<file path="config.mk">
export PLATFORM = sky130hd
export DESIGN_NAME = si4463_status_out_flat
export DESIGN_NICKNAME = d
export VERILOG_FILES = /design/src/rtl/si4463_status_out_if.sv /design/src/rtl/si4463_status_out.sv /design/src/flat_wrapper.sv
export SDC_FILE = /design/constraint.sdc
export NUM_CORES = 1
export LEC_CHECK = 0
export ABC_AREA = 0
export BUFFER_PORTS_ARGS = -buffer_cell sky130_fd_sc_hd__buf_2
export CORE_MARGIN = 1
export CORE_UTILIZATION = 63
export DETAILED_ROUTE_END_ITERATION = 6
export PLACE_DENSITY = 0.89
export SYNTH_ARGS = -nofsm -noshare
export SYNTH_HDL_FRONTEND = slang
export SYNTH_SLANG_ARGS = --single-unit
</file>
<file path="constraint.sdc">
create_clock -name clk -period 3.3 [get_ports clk]
set_input_delay 0.33 -clock clk [delete_from_list [all_inputs] [get_ports clk]]
set_output_delay 0.33 -clock clk [all_outputs]
set_load 0.1 [all_outputs]
</file>
<file path="src/rtl/si4463_status_out_if.sv">
// Configuration, trigger and status bundle for the Si4463 status-output driver.
// The master side is the radio control logic and the slave side is the driver.
interface si4463_status_out_if #(
   parameter int NCH   = 4,
   parameter int CNT_W = 8
);
   localparam int CH_W = (NCH > 1) ? $clog2(NCH) : 1;

   logic             cfg_we;
   logic [CH_W-1:0]  cfg_ch;
   logic [1:0]       cfg_mode;
   logic [CNT_W-1:0] cfg_len;
   logic [NCH-1:0]   trig;
   logic [NCH-1:0]   out;
   logic [NCH-1:0]   busy;

   modport master (
      output cfg_we, cfg_ch, cfg_mode, cfg_len, trig,
      input  out, busy
   );

   modport slave (
      input  cfg_we, cfg_ch, cfg_mode, cfg_len, trig,
      output out, busy
   );
endinterface

</file>
<file path="src/rtl/si4463_status_out.sv">
// Multi-channel status-output driver: each pin is static low/high, blink or
// retriggerable one-shot pulse, all timed from one shared prescaler tick.
module si4463_status_out #(
   parameter int         NCH        = 4,
   parameter int         TICK_DIV   = 50000,
   parameter int         CNT_W      = 8,
   parameter logic [1:0] RESET_MODE = 2'b01
) (
   input logic                clk,
   input logic                rst_n,
   si4463_status_out_if.slave bus
);
   typedef enum logic [1:0] {
      MODE_OFF   = 2'b00,
      MODE_ON    = 2'b01,
      MODE_BLINK = 2'b10,
      MODE_PULSE = 2'b11
   } mode_t;

   localparam int            PS_W      = $clog2(TICK_DIV);
   localparam logic [PS_W-1:0] PS_LAST = PS_W'(TICK_DIV - 1);
   localparam mode_t         RST_MODE  = mode_t'(RESET_MODE);
   localparam logic          RST_OUT   = (RESET_MODE == 2'b01) || (RESET_MODE == 2'b10);

   logic [PS_W-1:0]  ps_q;
   logic             tick;

   mode_t            mode_q [NCH];
   mode_t            mode_d [NCH];
   logic [CNT_W-1:0] len_q  [NCH];
   logic [CNT_W-1:0] len_d  [NCH];
   logic [CNT_W-1:0] cnt_q  [NCH];
   logic [CNT_W-1:0] cnt_d  [NCH];
   logic [NCH-1:0]   out_q, out_d;
   logic [NCH-1:0]   busy_q, busy_d;
   logic [NCH-1:0]   wr;

   assign tick     = (ps_q == PS_LAST);
   assign bus.out  = out_q;
   assign bus.busy = busy_q;

   always_ff @(posedge clk or negedge rst_n) begin
      if (!rst_n) begin
         ps_q <= '0;
      end else if (tick) begin
         ps_q <= '0;
      end else begin
         ps_q <= ps_q + 1'b1;
      end
   end

   // Out-of-range channel indices match no channel, so they are dropped here.
   always_comb begin
      wr = '0;
      for (int i = 0; i < NCH; i++) begin
         wr[i] = bus.cfg_we && (int'(bus.cfg_ch) == i);
      end
   end

   always_comb begin
      out_d  = out_q;
      busy_d = busy_q;
      for (int i = 0; i < NCH; i++) begin
         mode_d[i] = mode_q[i];
         len_d[i]  = len_q[i];
         cnt_d[i]  = cnt_q[i];
      end

      for (int i = 0; i < NCH; i++) begin
         if (wr[i]) begin
            // A write masks both the trigger and any tick in the same cycle.
            mode_d[i] = mode_t'(bus.cfg_mode);
            len_d[i]  = bus.cfg_len;
            cnt_d[i]  = '0;
            busy_d[i] = 1'b0;
            out_d[i]  = (bus.cfg_mode == 2'b01) || (bus.cfg_mode == 2'b10);
         end else begin
            case (mode_q[i])
               MODE_OFF: begin
                  out_d[i]  = 1'b0;
                  busy_d[i] = 1'b0;
               end
               MODE_ON: begin
                  out_d[i]  = 1'b1;
                  busy_d[i] = 1'b0;
               end
               MODE_BLINK: begin
                  busy_d[i] = 1'b0;
                  if (tick) begin
                     if (cnt_q[i] == len_q[i]) begin
                        out_d[i] = ~out_q[i];
                        cnt_d[i] = '0;
                     end else begin
                        cnt_d[i] = cnt_q[i] + 1'b1;
                     end
                  end
               end
               MODE_PULSE: begin
                  if (!busy_q[i]) begin
                     out_d[i] = 1'b0;
                     if (bus.trig[i] && (len_q[i] != '0)) begin
                        out_d[i]  = 1'b1;
                        busy_d[i] = 1'b1;
                        cnt_d[i]  = len_q[i];
                     end
                  end else if (bus.trig[i]) begin
                     cnt_d[i] = len_q[i];
                  end else if (tick) begin
                     if (cnt_q[i] == CNT_W'(1)) begin
                        cnt_d[i]  = '0;
                        out_d[i]  = 1'b0;
                        busy_d[i] = 1'b0;
                     end else begin
                        cnt_d[i] = cnt_q[i] - 1'b1;
                     end
                  end
               end
            endcase
         end
      end
   end

   always_ff @(posedge clk or negedge rst_n) begin
      if (!rst_n) begin
         out_q  <= {NCH{RST_OUT}};
         busy_q <= '0;
         for (int i = 0; i < NCH; i++) begin
            mode_q[i] <= RST_MODE;
            len_q[i]  <= '0;
            cnt_q[i]  <= '0;
         end
      end else begin
         out_q  <= out_d;
         busy_q <= busy_d;
         for (int i = 0; i < NCH; i++) begin
            mode_q[i] <= mode_d[i];
            len_q[i]  <= len_d[i];
            cnt_q[i]  <= cnt_d[i];
         end
      end
   end
endmodule
</file>
<file path="src/flat_wrapper.sv">
// flat-port wrapper written by rule: the top's interface ports become plain ports
module si4463_status_out_flat 
#(
   parameter int         NCH        = 4,
   parameter int         TICK_DIV   = 50000,
   parameter int         CNT_W      = 8,
   parameter logic [1:0] RESET_MODE = 2'b01
)
  (clk, rst_n, bus_cfg_we, bus_cfg_ch, bus_cfg_mode, bus_cfg_len, bus_trig, bus_out, bus_busy);
  si4463_status_out_if #(.NCH(NCH), .CNT_W(CNT_W)) bus_i ();
  input logic clk;
  input logic rst_n;
  input wire logic [$bits(bus_i.cfg_we)-1:0] bus_cfg_we;
  input wire logic [$bits(bus_i.cfg_ch)-1:0] bus_cfg_ch;
  input wire logic [$bits(bus_i.cfg_mode)-1:0] bus_cfg_mode;
  input wire logic [$bits(bus_i.cfg_len)-1:0] bus_cfg_len;
  input wire logic [$bits(bus_i.trig)-1:0] bus_trig;
  output wire logic [$bits(bus_i.out)-1:0] bus_out;
  output wire logic [$bits(bus_i.busy)-1:0] bus_busy;
  assign bus_i.cfg_we = bus_cfg_we;
  assign bus_i.cfg_ch = bus_cfg_ch;
  assign bus_i.cfg_mode = bus_cfg_mode;
  assign bus_i.cfg_len = bus_cfg_len;
  assign bus_i.trig = bus_trig;
  assign bus_out = bus_i.out;
  assign bus_busy = bus_i.busy;
  si4463_status_out #(.NCH(NCH), .TICK_DIV(TICK_DIV), .CNT_W(CNT_W), .RESET_MODE(RESET_MODE)) u_core (.clk(clk), .rst_n(rst_n), .bus(bus_i));
endmodule
</file>
==> metrics.txt <==
status=complete, no violations; share of layout cells above drive strength 1=9.80%; Post-Synthesis Cells=806; H-tree levels=3; critical path data required time=3.53 ns; Worst Tran Pin Value=0.893 ns; Area Growth Syn to Fin=6.75%; Filler Cell Count=705; Min-Delay Path Class=in -> reg; Vert. Die Dim=103 um; top_reg_cell synth=dfrtp_1; PwrDens=595 nW/um2; number of synthesized flops with an enable pin=0; Worst slew margin=39.9%; global routing usage on met1=46.5%; largest delay contributor family on the critical path=simple AND/OR/NAND/NOR gates; syn_area_per_cell=8.04 um2; period utilization=80.4%; Async SR Flop Fraction=100%; CTS tree=done; root buffer cell=clkbuf_8; CTS buffer count=9; starting density of the core=65.7%; met3 Usage GRT=8.40%; Worst Path Max Fanout=11; fin crit period=2.65 ns; DRC Markers=0; Final Max Slew Viols=0; Worst Setup SP=u_core.ps_q[5]; YS warnings=0; unrepaired setup endpoints after global routing=no; Final Util=70.2%; count of input and output buffers=26; worst r2r dst=u_core.cnt_q[13]; met2 usage=54.0%; Core Footprint=9860 um2; GPL Wtd Cong=0.951; io pins=27; slowest stage delay, CP=0.59 ns; final hold slack=0.190 ns; mapped cell area=6480 um2; final setup fails=0; final antenna-violating net count=0; nets=833; Clock Latency Late Sink=0.39 ns; Hold Path End=u_core.mode_q[4]; worst reg2reg path depth=7; highest-delay cell along the critical path=or4b_4; vias in the first global route=5,715; DR pass1 iterations=7; die area=10,700 um2; via count=6,291; final WL=17.6 mm; initial antenna violation count=0; worst hold path startpoint=bus_cfg_mode[0]; FMAX=377 MHz; vias per cell=6.70; R2R Setup Slk=0.65 ns; Initial DRC Count=570; routed len/inst=18.7 um; Area contributors post-synth=dfrtp_1 (34%), nand2_1 (9.4%), xnor2_1 (6.6%); Worst R2R Start=u_core.ps_q[5]; Seq/Total Area, Yosys=37.2%; setup_tns=0 ns; cell taking the most area after synthesis=dfrtp_1; Global Route Usage Sum=35.0%; Synth Net Count=838; FP Rows=36; cells along the critical path=or4b_4 > nor4_2 > buf_4 > o32a_1 > a21oi_1 > a31oi_1 > o22ai_1; DP Wirelength=12.1 mm; worst vdd ir=0.305 mV; CTS Buffer Depth=2; Antenna Cells=0; CP Launch Type=register; Clock Pin Slew Worst Setup and Hold Paths=0.10 ns; final hold violations=0; GRT busiest layer=met2; largest net degree at the start of global routing=51; CTS sink cnt=96; max-cap violations=0; clk_skew=0.0142 ns; Setup CP Type=reg -> reg; Die X-Extent=103 um; Buffers & Inverters on Critical Path=1; crit end category=register; LEAKAGE=0.00291 uW; library cells used by synthesis=71; first-pass GRT wire length=28.4 mm; synthesis-stage register bit count=96; GRT overflow=0; hold path depth=3; share of the synthesized area in the top cell type=34.0%; CTS resizes=0; crit path DAT=2.89 ns
what timing repair did:
item / in CTS / in global routing
endpoints found under the hold margin: 41 / 0
buffers inserted: 0 / 0
hold buffers: 1 / 0
worst reg2reg max path: stages (launching register included):
cell	delay (ns)
dfrtp_1	0.46
or4b_4	0.59
nor4_2	0.43
buf_4	0.28
o32a_1	0.17
a21oi_1	0.24
a31oi_1	0.25
o22ai_1	0.09
synthesized netlist by cell type, drive strengths merged (8+ instances only):
| library cell | n |
|---|---|
| clkbuf | 43 |
| nand4 | 14 |
| dfstp | 8 |
| dfrtp | 88 |
| nor4 | 18 |
| inv | 33 |
| o31ai | 13 |
| and2 | 10 |
| nor3 | 12 |
| nand2 | 163 |
| nor2 | 61 |
| xnor2 | 49 |
| ha | 13 |
| a31oi | 9 |
| o21ai | 47 |
| a21oi | 52 |
| xor2 | 18 |
| nand3 | 25 |
state kept, by name (all words and copies together) (netlist names):
name and flops:
u_core.bus.busy 4, u_core.ps_q 16, u_core.cnt_q 32, u_core.mode_q 8, u_core.bus.out 4, u_core.len_q 32
layout make-up:
type / count / area, um2 / area share, %
Clock buffer: 11 / 151 / 2.19
Clock inverter: 5 / 108 / 1.55
Inverter: 33 / 124 / 1.79
Multi-Input combinational cell: 627 / 3750 / 54.2
Sequential cell: 96 / 2410 / 34.9
Tap cell: 133 / 166 / 2.40
Timing Repair Buffer: 34 / 208 / 3.00
metrics by stage:
step                worst slack [ns]  cell area [um2]  instances  total power [uW]
finish                         0.646             6920        939              4120
detailed placement             0.726             6650        922              3070
global route                   0.533             6920        939              4320
floorplan                       1.02             6480        806              2730
CTS                            0.680             6920        939              4070
global placement               0.829             6650        922              2990
kinds of logic after synthesis:
| family | Yosys count | share of synthesized area [%] |
|---|---|---|
| multiplexers | 7 | 1.14 |
| XOR/XNOR | 67 | 9.05 |
| buffers and inverters | 83 | 5.00 |
| adder cells (fa/ha/maj) | 13 | 2.51 |
| flip-flops | 96 | 37.2 |
| AND/OR/NAND/NOR | 346 | 25.2 |
| AO/OA/AOI/OAI | 194 | 19.9 |
placed cells by master (no fill, tap or decap), types with 4 or more instances in the layout:
| master | instances |
|---|---|
| o21ai_0 | 33 |
| xor2_1 | 18 |
| and2_1 | 7 |
| nand2b_1 | 4 |
| or2_2 | 5 |
| a221oi_1 | 5 |
| buf_4 | 7 |
| o31ai_1 | 13 |
| a21oi_1 | 52 |
| nor2_1 | 61 |
| o21ai_1 | 14 |
| a221o_1 | 4 |
| o211ai_1 | 5 |
| nor3_1 | 12 |
| nand3_1 | 25 |
| dfrtp_1 | 88 |
| ha_1 | 13 |
| o31a_1 | 6 |
| o22ai_1 | 7 |
| buf_2 | 25 |
| nand2_1 | 163 |
| dfstp_2 | 8 |
| inv_1 | 33 |
| mux2i_1 | 4 |
| xnor2_1 | 49 |
| clkbuf_8 | 11 |
| nand4_1 | 14 |
| o2bb2ai_1 | 5 |
| a22oi_1 | 5 |
| nor4_1 | 16 |
| a31oi_1 | 9 |
| and3_1 | 5 |
| a211oi_1 | 5 |
| nor3b_1 | 6 |
layer usage:
layer / part of all wire (%) / wire length (um) / up-vias
met5: 0 / 0 / -
met4: 3.6 / 624 / 0
met2: 46 / 8090 / 402
met3: 9.9 / 1740 / 74
met1: 41 / 7120 / 2989
li1: - / - / 2826
power by group:
| group | total, uW | internal (uW) | switching (uW) |
|---|---|---|---|
| sequential | 1740 | 1370 | 367 |
| clock | 996 | 550 | 446 |
| combinational | 1380 | 547 | 836 |
| total | 4120 | 2470 | 1650 |
how the worst max path moves through the flow:
stage / endpoint / slack (ns) / cells after the start
after floorplan: u_core.bus.out[1] / 1.02 / 7
after global placement: u_core.cnt_q[18] / 0.83 / 7
after detailed placement: u_core.cnt_q[13] / 0.73 / 7
after CTS: u_core.cnt_q[13] / 0.68 / 7
after global routing: u_core.cnt_q[11] / 0.53 / 7
final: u_core.cnt_q[13] / 0.65 / 7
(Power assumes the default switching activity.)
